<file path="src/rtl/fifo_dpram_ctrl_pkg.sv">
// Shared sizing constants for the dual-port-RAM FIFO controller.
package fifo_dpram_ctrl_pkg;

  localparam int unsigned FIFO_DATA_WIDTH = 8;
  localparam int unsigned FIFO_ADDR_WIDTH = 6;
  localparam int unsigned FIFO_DEPTH      = 2 ** FIFO_ADDR_WIDTH;
  localparam int unsigned FIFO_AF_LEVEL   = 56;
  localparam int unsigned FIFO_AE_LEVEL   = 8;

endpackage

</file>
<file path="src/rtl/fifo_ptr_cnt.sv">
// Write/read pointer and occupancy count registers for the FIFO controller.
// Pointers wrap naturally at 2**ADDR_WIDTH; the count is one bit wider to reach full depth.
module fifo_ptr_cnt #(
  parameter int unsigned ADDR_WIDTH = 6
) (
  input  logic                  clk_i,
  input  logic                  reset_i,
  input  logic                  push_ok_i,
  input  logic                  pop_ok_i,
  output logic [ADDR_WIDTH-1:0] wr_ptr_o,
  output logic [ADDR_WIDTH-1:0] rd_ptr_o,
  output logic [ADDR_WIDTH:0]   count_o
);

  logic [ADDR_WIDTH-1:0] wr_ptr_d, wr_ptr_q;
  logic [ADDR_WIDTH-1:0] rd_ptr_d, rd_ptr_q;
  logic [ADDR_WIDTH:0]   count_d, count_q;

  always_comb begin
    wr_ptr_d = wr_ptr_q;
    rd_ptr_d = rd_ptr_q;
    count_d  = count_q;
    if (push_ok_i) wr_ptr_d = wr_ptr_q + ADDR_WIDTH'(1);
    if (pop_ok_i)  rd_ptr_d = rd_ptr_q + ADDR_WIDTH'(1);
    case ({push_ok_i, pop_ok_i})
      2'b10:   count_d = count_q + (ADDR_WIDTH+1)'(1);
      2'b01:   count_d = count_q - (ADDR_WIDTH+1)'(1);
      default: count_d = count_q;
    endcase
  end

  always_ff @(posedge clk_i) begin
    if (reset_i) begin
      wr_ptr_q <= '0;
      rd_ptr_q <= '0;
      count_q  <= '0;
    end else begin
      wr_ptr_q <= wr_ptr_d;
      rd_ptr_q <= rd_ptr_d;
      count_q  <= count_d;
    end
  end

  assign wr_ptr_o = wr_ptr_q;
  assign rd_ptr_o = rd_ptr_q;
  assign count_o  = count_q;

endmodule

</file>
<file path="src/rtl/fifo_dpram_ctrl.sv">
// FIFO controller driving an external true dual-port RAM (port A write, port B read, latency 1).
// Define FIFO_ALMOST_FLAGS_EN to enable the almost_full/almost_empty threshold comparators.
module fifo_dpram_ctrl
  import fifo_dpram_ctrl_pkg::*;
#(
  parameter int unsigned DATA_WIDTH = FIFO_DATA_WIDTH,
  parameter int unsigned ADDR_WIDTH = FIFO_ADDR_WIDTH,
  parameter int unsigned AF_LEVEL   = FIFO_AF_LEVEL,
  parameter int unsigned AE_LEVEL   = FIFO_AE_LEVEL
) (
  input  logic                  clk,
  input  logic                  reset,
  input  logic                  push,
  input  logic [DATA_WIDTH-1:0] data_in,
  input  logic                  pop,
  output logic [DATA_WIDTH-1:0] data_out,
  output logic                  valid_out,
  output logic                  full,
  output logic                  empty,
  output logic                  almost_full,
  output logic                  almost_empty,
  output logic [ADDR_WIDTH:0]   fifo_count,
  output logic                  err_ovf,
  output logic                  err_udf,
  output logic                  we_a,
  output logic [ADDR_WIDTH-1:0] addr_a,
  output logic [DATA_WIDTH-1:0] data_a,
  output logic                  we_b,
  output logic [ADDR_WIDTH-1:0] addr_b,
  input  logic [DATA_WIDTH-1:0] q_b
);

  localparam logic [ADDR_WIDTH:0] DepthCnt = (ADDR_WIDTH+1)'(2 ** ADDR_WIDTH);

  logic [ADDR_WIDTH-1:0] wr_ptr, rd_ptr;
  logic                  push_ok, pop_ok;
  logic                  valid_d, valid_q;

  assign full  = (fifo_count == DepthCnt);
  assign empty = (fifo_count == '0);

  // Requests in a reset cycle are dropped so nothing is written or returned across a reset.
  assign push_ok = push && !full && !reset;
  assign pop_ok  = pop && !empty && !reset;
  assign err_ovf = push && full && !reset;
  assign err_udf = pop && empty && !reset;

  fifo_ptr_cnt #(
    .ADDR_WIDTH (ADDR_WIDTH)
  ) u_ptr_cnt (
    .clk_i     (clk),
    .reset_i   (reset),
    .push_ok_i (push_ok),
    .pop_ok_i  (pop_ok),
    .wr_ptr_o  (wr_ptr),
    .rd_ptr_o  (rd_ptr),
    .count_o   (fifo_count)
  );

  assign we_a   = push_ok;
  assign addr_a = wr_ptr;
  assign data_a = data_in;
  assign we_b   = 1'b0;
  assign addr_b = rd_ptr;

  always_comb begin
    valid_d = pop_ok;
  end

  always_ff @(posedge clk) begin
    if (reset) valid_q <= 1'b0;
    else       valid_q <= valid_d;
  end

  // The RAM registers its output, so q_b already lines up with valid_q.
  assign valid_out = valid_q;
  assign data_out  = q_b;

`ifdef FIFO_ALMOST_FLAGS_EN
  assign almost_full  = (fifo_count >= (ADDR_WIDTH+1)'(AF_LEVEL));
  assign almost_empty = (fifo_count <= (ADDR_WIDTH+1)'(AE_LEVEL));
`else
  // Folds to constant 0; the levels stay referenced so both builds share one parameter set.
  assign almost_full  = 1'b0 & (AF_LEVEL > AE_LEVEL);
  assign almost_empty = 1'b0 & (AF_LEVEL > AE_LEVEL);
`endif

endmodule

</file>
<file path="config.mk">
export PLATFORM = sky130hd
export DESIGN_NAME = fifo_dpram_ctrl
export DESIGN_NICKNAME = d
export VERILOG_FILES = /design/src/rtl/fifo_dpram_ctrl_pkg.sv /design/src/rtl/fifo_ptr_cnt.sv /design/src/rtl/fifo_dpram_ctrl.sv
export SDC_FILE = /design/constraint.sdc
export NUM_CORES = 1
export LEC_CHECK = 0
export CORE_ASPECT_RATIO = 0.6
export CORE_UTILIZATION = 43
export DETAILED_ROUTE_END_ITERATION = 7
export PLACE_DENSITY_LB_ADDON = 0.25
export SETUP_SLACK_MARGIN = 0.1
export SLEW_MARGIN = 20
export SYNTH_ARGS = -nofsm -noshare
export SYNTH_HDL_FRONTEND = slang
export SYNTH_SLANG_ARGS = --single-unit
</file>
<file path="constraint.sdc">
create_clock -name clk -period 8.5 [get_ports clk]
set_clock_uncertainty 0.15 [all_clocks]
set_input_delay 0.85 -clock clk [delete_from_list [all_inputs] [get_ports clk]]
set_output_delay 0.85 -clock clk [all_outputs]
set_load 0.02 [all_outputs]
</file>
==> results.yml, run 1 <==
cells_and_area:
  area_delta_synth_final_pct: 18.6
  final_util: 0.568
  fillCellCount: 250
  fin_nets: 188
  drive_gt1_frac: 0.0570
  n_antenna_cell: 0
synth:
  synth-edff-count: 0
  async_reset_ff_frac: 0
  synth_cells: 147
  synth_area_um2: 1270
  netlist_top_cells_area: "dfxtp_1 32%, buf_4 11%, ha_1 7.9%"
  yosys_warnings: 0
  seq_area_frac_synth: 0.316
  synth_ff_type: "dfxtp_1"
  synth_top_area_share: 0.316
  yosysMostFrequentCell: "nor2_1"
  synth-seq-cells: 20
  ys_types: 33
  synthTopCellsByCount: "26 x nor2_1, 20 x dfxtp_1, 19 x buf_4"
  postSynthAreaPerCell_um2: 8.62
  synth_area_leader_cell: "dfxtp_1"
sta:
  relSlewSlack: 0.433
  clock.fmax_mhz: 253
  hold_violations: 0
  rsz0062_at_grt: "false"
  tns_ps: 0
  drv_slew: 0
  post-route-min-period_ps: 3950
  min_period_over_period: 0.465
  tightest_slew_ps: 847
  setup_violations: 0
  finalWorstSetupSlack_ps: 4550
power:
  peakVddDrop_uv: 104
  total_leakage_power_nw: 0.579
  power.density_nw_per_um2: 204
  power_w: 0.000306
placement:
  place_ws_ps: 4250
  gp_congestion: 0.852
  io_buffers: 28
  hpwlAfterDp_um: 2050
floorplanning:
  die_h_um: 44.1
  row_count: 14
  die-area_um2: 3180
  ioPinCount: 64
  fp.dieW_um: 72.1
  initial_core_util: 0.479
  core_area_um2: 2650
global_route:
  gr-total-overflow: 0
  grt_usage: 0.177
  grt_pass1_vias: 923
  grt_pass1_wl_um: 4310
  antenna_found_initial: 0
  grt_max_degree: 27
clock_network:
  cts_tree: "done"
  clk_pin_slew_ps: 70
  clkSinkCount: 20
  cts.path.max_buffers: 2
  cts-root-buf: "clkbuf_8"
  holdBufCountCts: 0
  clk_latency_ps: 260
  cts_buffers: 3
  cts_setup_buffers: 0
  h-tree-depth: 1
  post_cts_resized: 0
route:
  firstDrtPassIters: 4
  ant_nets: 0
  drt_iter0_drc: 49
  vias_per_cell: 4.92
  vias: 974
  routed_wl_um: 2580
  drc: 0
  routedWlPerCell_um: 13.0
critical_path:
  cp_slowest_stage_delay_ps: 1020
  critical_path.endpoint_type: "flip-flop"
  start_kind: "primary input"
  slowest_stage: "clkdlybuf4s50_1"
  cp_data_arrival_time_ps: 3940
  crit_fanout: 26
  cp.required_ps: 8490
  critPathKind: "primary input to flip-flop"
  crit_chain: "clkdlybuf4s50_1 > or2b_1 > ha_1 > inv_1 > fa_1 > nor2b_4 > o31a_1 > mux2i_1 > o21ai_1 > mux2_1"
run_status:
  status: "finished, final reports clean"
worst_hold_path:
  hp-class: "flip-flop to flip-flop"
flow_run:
  drv_cap: 0
final timing paths:
check                                           from                                 end  slack [ps]  depth (start not counted)
setup / recovery                               reset   u_ptr_cnt.count_o[6]$_SDFFE_PP0P_        4550                         10
hold / removal    u_ptr_cnt.rd_ptr_o[5]$_SDFFE_PP0P_  u_ptr_cnt.rd_ptr_o[5]$_SDFFE_PP0P_         370                          2
setup reg to reg   u_ptr_cnt.count_o[2]$_SDFFE_PP0P_   u_ptr_cnt.count_o[6]$_SDFFE_PP0P_        5130                         11
hold reg to reg   u_ptr_cnt.rd_ptr_o[5]$_SDFFE_PP0P_  u_ptr_cnt.rd_ptr_o[5]$_SDFFE_PP0P_         370                          2
cell usage in the layout, fill, tap and decap left out, drive strengths merged, types with 2 or more instances in the layout:
cell / instances
clkbuf: 4
conb: 3
nor3: 4
clkdlybuf4s50: 28
xnor2: 3
xor2: 10
nor4: 4
a31oi: 2
nand2: 5
nor2: 26
mux2i: 3
o22ai: 2
and3: 2
inv: 8
nand4: 6
ha: 8
a21oi: 6
o21ai: 3
dfxtp: 20
metrics by stage:
stage / cells / cell area (um2) / hold slack (ps)
floorplan: 149 / 1270 / 459
global placement: 194 / 1450 / 346
detailed placement: 194 / 1450 / 345
CTS: 198 / 1500 / 366
global route: 198 / 1500 / 399
finish: 198 / 1500 / 367
report_power, final:
group / switching, W / total [W] / internal, W
sequential: 0.0000127 / 0.000115 / 0.000103
combinational: 0.0000675 / 0.000120 / 0.0000521
clock: 0.0000299 / 0.0000711 / 0.0000412
total: 0.000110 / 0.000306 / 0.000196
layer usage:
metal,global-route usage,part of all wire,vias to the layer above
li1,-,-,491
met1,0.249,0.50,438
met2,0.264,0.43,35
met3,0.0478,0.059,10
met4,0.0627,0.0093,0
met5,0,0,-
layout make-up:
class                   instances  area (um2)  area share
clock buffers                   4        55.1      0.0366
inverters                       8        30.0      0.0200
multi-input cells              98         687       0.457
flip-flops and latches         20         400       0.266
well taps                      40        50.0      0.0333
repair buffers                 28         280       0.187
critical path, delay by kind of cell:
family,cells,cell delay [ps]
buf+inv,2,1160
fa+ha+maj,2,770
mux,2,520
simple gates,2,370
compound gates,2,260
flip-flops by register name, summed over array words and instances (netlist names):
signal	count
u_ptr_cnt.count_o	7
valid_out	1
u_ptr_cnt.wr_ptr_o	6
u_ptr_cnt.rd_ptr_o	6
cell families (layout without fill, tap and decap cells):
| group | count (synthesis) | in the layout | share of synthesized area |
|---|---|---|---|
| AND/OR/NAND/NOR | 52 | 52 | 0.212 |
| buffers and inverters | 31 | 40 | 0.148 |
| flip-flops | 20 | 20 | 0.316 |
| AO/OA/AOI/OAI | 17 | 17 | 0.104 |
| XOR/XNOR | 13 | 13 | 0.0898 |
| adder cells (fa/ha/maj) | 9 | 9 | 0.0948 |
| multiplexers | 4 | 4 | 0.0326 |
| other | 1 | 3 | 0.00296 |
Note: power is estimated with default switching activity, not from simulation.
==> run 2: changes to the inputs <==
Settings changed: CORE_UTILIZATION 43 to 36.
Clock period 8.5 ns to 3.6 ns, I/O delays scaled along.
==> run 2 against run 1 <==
  * Hold slack worse by 0.55 ps
  * Register-to-register slack worse by 4700 ps
  * Worst setup slack worse by 4100 ps
  * Final area is 3.0% higher
  * Sequential cell count stayed put
  * Sequential power is 140% higher
  * Critical endpoint unchanged
  * Die area is 19% higher
==> results.yml, run 2 (same netlist as run 1, synthesis figures left out) <==
cells_and_area:
  fin_nets: 191
  largest_reg_flops: 7
  fillCellCount: 328
  final_util: 0.469
  final_common_cell: "clkdlybuf4s50_1"
  most-common-layout-cells: "28 x clkdlybuf4s50_1, 26 x nor2_1, 20 x dfxtp_1"
  n_antenna_cell: 0
  area_delta_synth_final_pct: 22.1
  multiInputGateArea_um2: 687
  drive_gt1_frac: 0.0745
  register_area_um2: 400
  stdcell_count: 206
sta:
  clock.fmax_mhz: 312
  tns_ps: 0
  drv_slew: 0
  min_period_over_period: 0.889
  post-route-min-period_ps: 3200
  rsz0062_at_grt: "false"
  setup_violations: 0
  hold_violations: 0
floorplanning:
  ioPinCount: 64
  die_h_um: 48.0
  die-area_um2: 3770
  row_count: 16
  initial_core_util: 0.384
  core_area_um2: 3300
  fp.dieW_um: 78.6
placement:
  hpwlAfterDp_um: 1990
  dp.cells: 202
  io_buffers: 28
  gp_congestion: 0.792
critical_path:
  cp_data_arrival_time_ps: 3210
  slowest_stage: "nor4_4"
  crit_chain: "nor4_4 > a31oi_4 > or2b_1 > ha_1 > inv_1 > fa_1 > nor2b_4 > o31a_1 > mux2i_1 > o21ai_1 > mux2_1"
  cp_slowest_stage_delay_ps: 450
  cp.required_ps: 3600
  critical_path.endpoint_type: "flip-flop"
  critPathKind: "flip-flop to flip-flop"
  reg2reg_from: "u_ptr_cnt.count_o[2]$_SDFFE_PP0P_"
  crit_start: "u_ptr_cnt.count_o[2]$_SDFFE_PP0P_"
  start_kind: "flip-flop"
  crit_fanout: 8
route:
  vias_per_cell: 4.79
  drc: 0
  routedWlPerCell_um: 12.4
  firstDrtPassIters: 4
  routed_wl_um: 2550
  drt_iter0_drc: 71
  vias: 987
  ant_nets: 0
clock_network:
  h-tree-depth: 1
  cts-root-buf: "clkbuf_8"
  post_cts_resized: 0
  cts_buffers: 3
  cts_setup_buffers: 0
  cts.path.max_buffers: 2
  clk_pin_slew_ps: 70
  holdBufCountCts: 0
  clk_latency_ps: 260
  cts_tree: "done"
  clkSinkCount: 20
power:
  switching_power_w: 0.000265
  power.density_nw_per_um2: 505
  total_leakage_power_nw: 0.600
  power_w: 0.000782
  combPwrFrac: 0.366
  intPower_w: 0.000517
  p_sw_frac: 0.338
  peakVddDrop_uv: 187
  clock_power_share: 0.285
  power_frac_seq: 0.349
global_route:
  grt_max_degree: 14
  antenna_found_initial: 0
  gr-total-overflow: 0
  grt_pass1_vias: 814
  grt_usage: 0.144
  grt_pass1_wl_um: 4000
worst_hold_path:
  hp-class: "flip-flop to flip-flop"
  min-delay-start: "u_ptr_cnt.rd_ptr_o[5]$_SDFFE_PP0P_"
run_status:
  status: "finished, final reports clean"
flow_run:
  drv_cap: 0
run 2: changes by cell type in the layout (fill, tap and decap cells not counted):
cell,previous run,this run
buf_4,0,3
bufinv_16,0,1
clkbuf_8,4,3
run 2: power groups by stage:
stage / clock network (W) / registers (W) / logic, W
after floorplan: 0 / 0.000296 / 0.000191
after global placement: 0 / 0.000279 / 0.000283
after detailed placement: 0 / 0.000278 / 0.000286
after CTS: 0.000231 / 0.000273 / 0.000288
after global routing: 0.000244 / 0.000276 / 0.000313
final: 0.000223 / 0.000273 / 0.000286
run 2: worst paths after layout:
check / slack [ps] / cells past startpoint / to
hold / removal: 370 / 2 / u_ptr_cnt.rd_ptr_o[5]$_SDFFE_PP0P_
setup reg to reg: 400 / 11 / u_ptr_cnt.count_o[6]$_SDFFE_PP0P_
hold reg to reg: 370 / 2 / u_ptr_cnt.rd_ptr_o[5]$_SDFFE_PP0P_
setup / recovery: 400 / 11 / u_ptr_cnt.count_o[6]$_SDFFE_PP0P_
run 2: area by class of cell:
class	instances	area share
multi-input cells	98	0.444
clock buffers	3	0.0267
well taps	45	0.0364
repair buffers	31	0.196
inverters	8	0.0194
flip-flops and latches	20	0.259
clock inverters	1	0.0194
run 2: metrics by stage:
stage,hold slack [ps],instance area (um2),worst slack (ps)
2_1_floorplan,445,1270,376
3_3_place_gp,343,1480,401
3_5_place_dp,359,1480,312
4_1_cts,375,1550,393
5_1_grt,411,1550,213
6_report,367,1550,399
run 2: routing by layer:
| layer | vias up | part of all wire | GRT usage |
|---|---|---|---|
| met5 | - | 0 | 0 |
| met4 | 0 | 0.025 | 0.0963 |
| met3 | 11 | 0.049 | 0.0419 |
| met2 | 25 | 0.40 | 0.191 |
| met1 | 444 | 0.52 | 0.201 |
| li1 | 507 | - | - |
run 2: critical path: cells and delay by family, from the launching register on:
family | cells | cell delay (ps)
AND/OR/NAND/NOR | 3 | 780
adder cells (fa/ha/maj) | 2 | 770
multiplexers | 2 | 490
AO/OA/AOI/OAI | 3 | 390
flip-flops | 1 | 370
buffers and inverters | 1 | 140
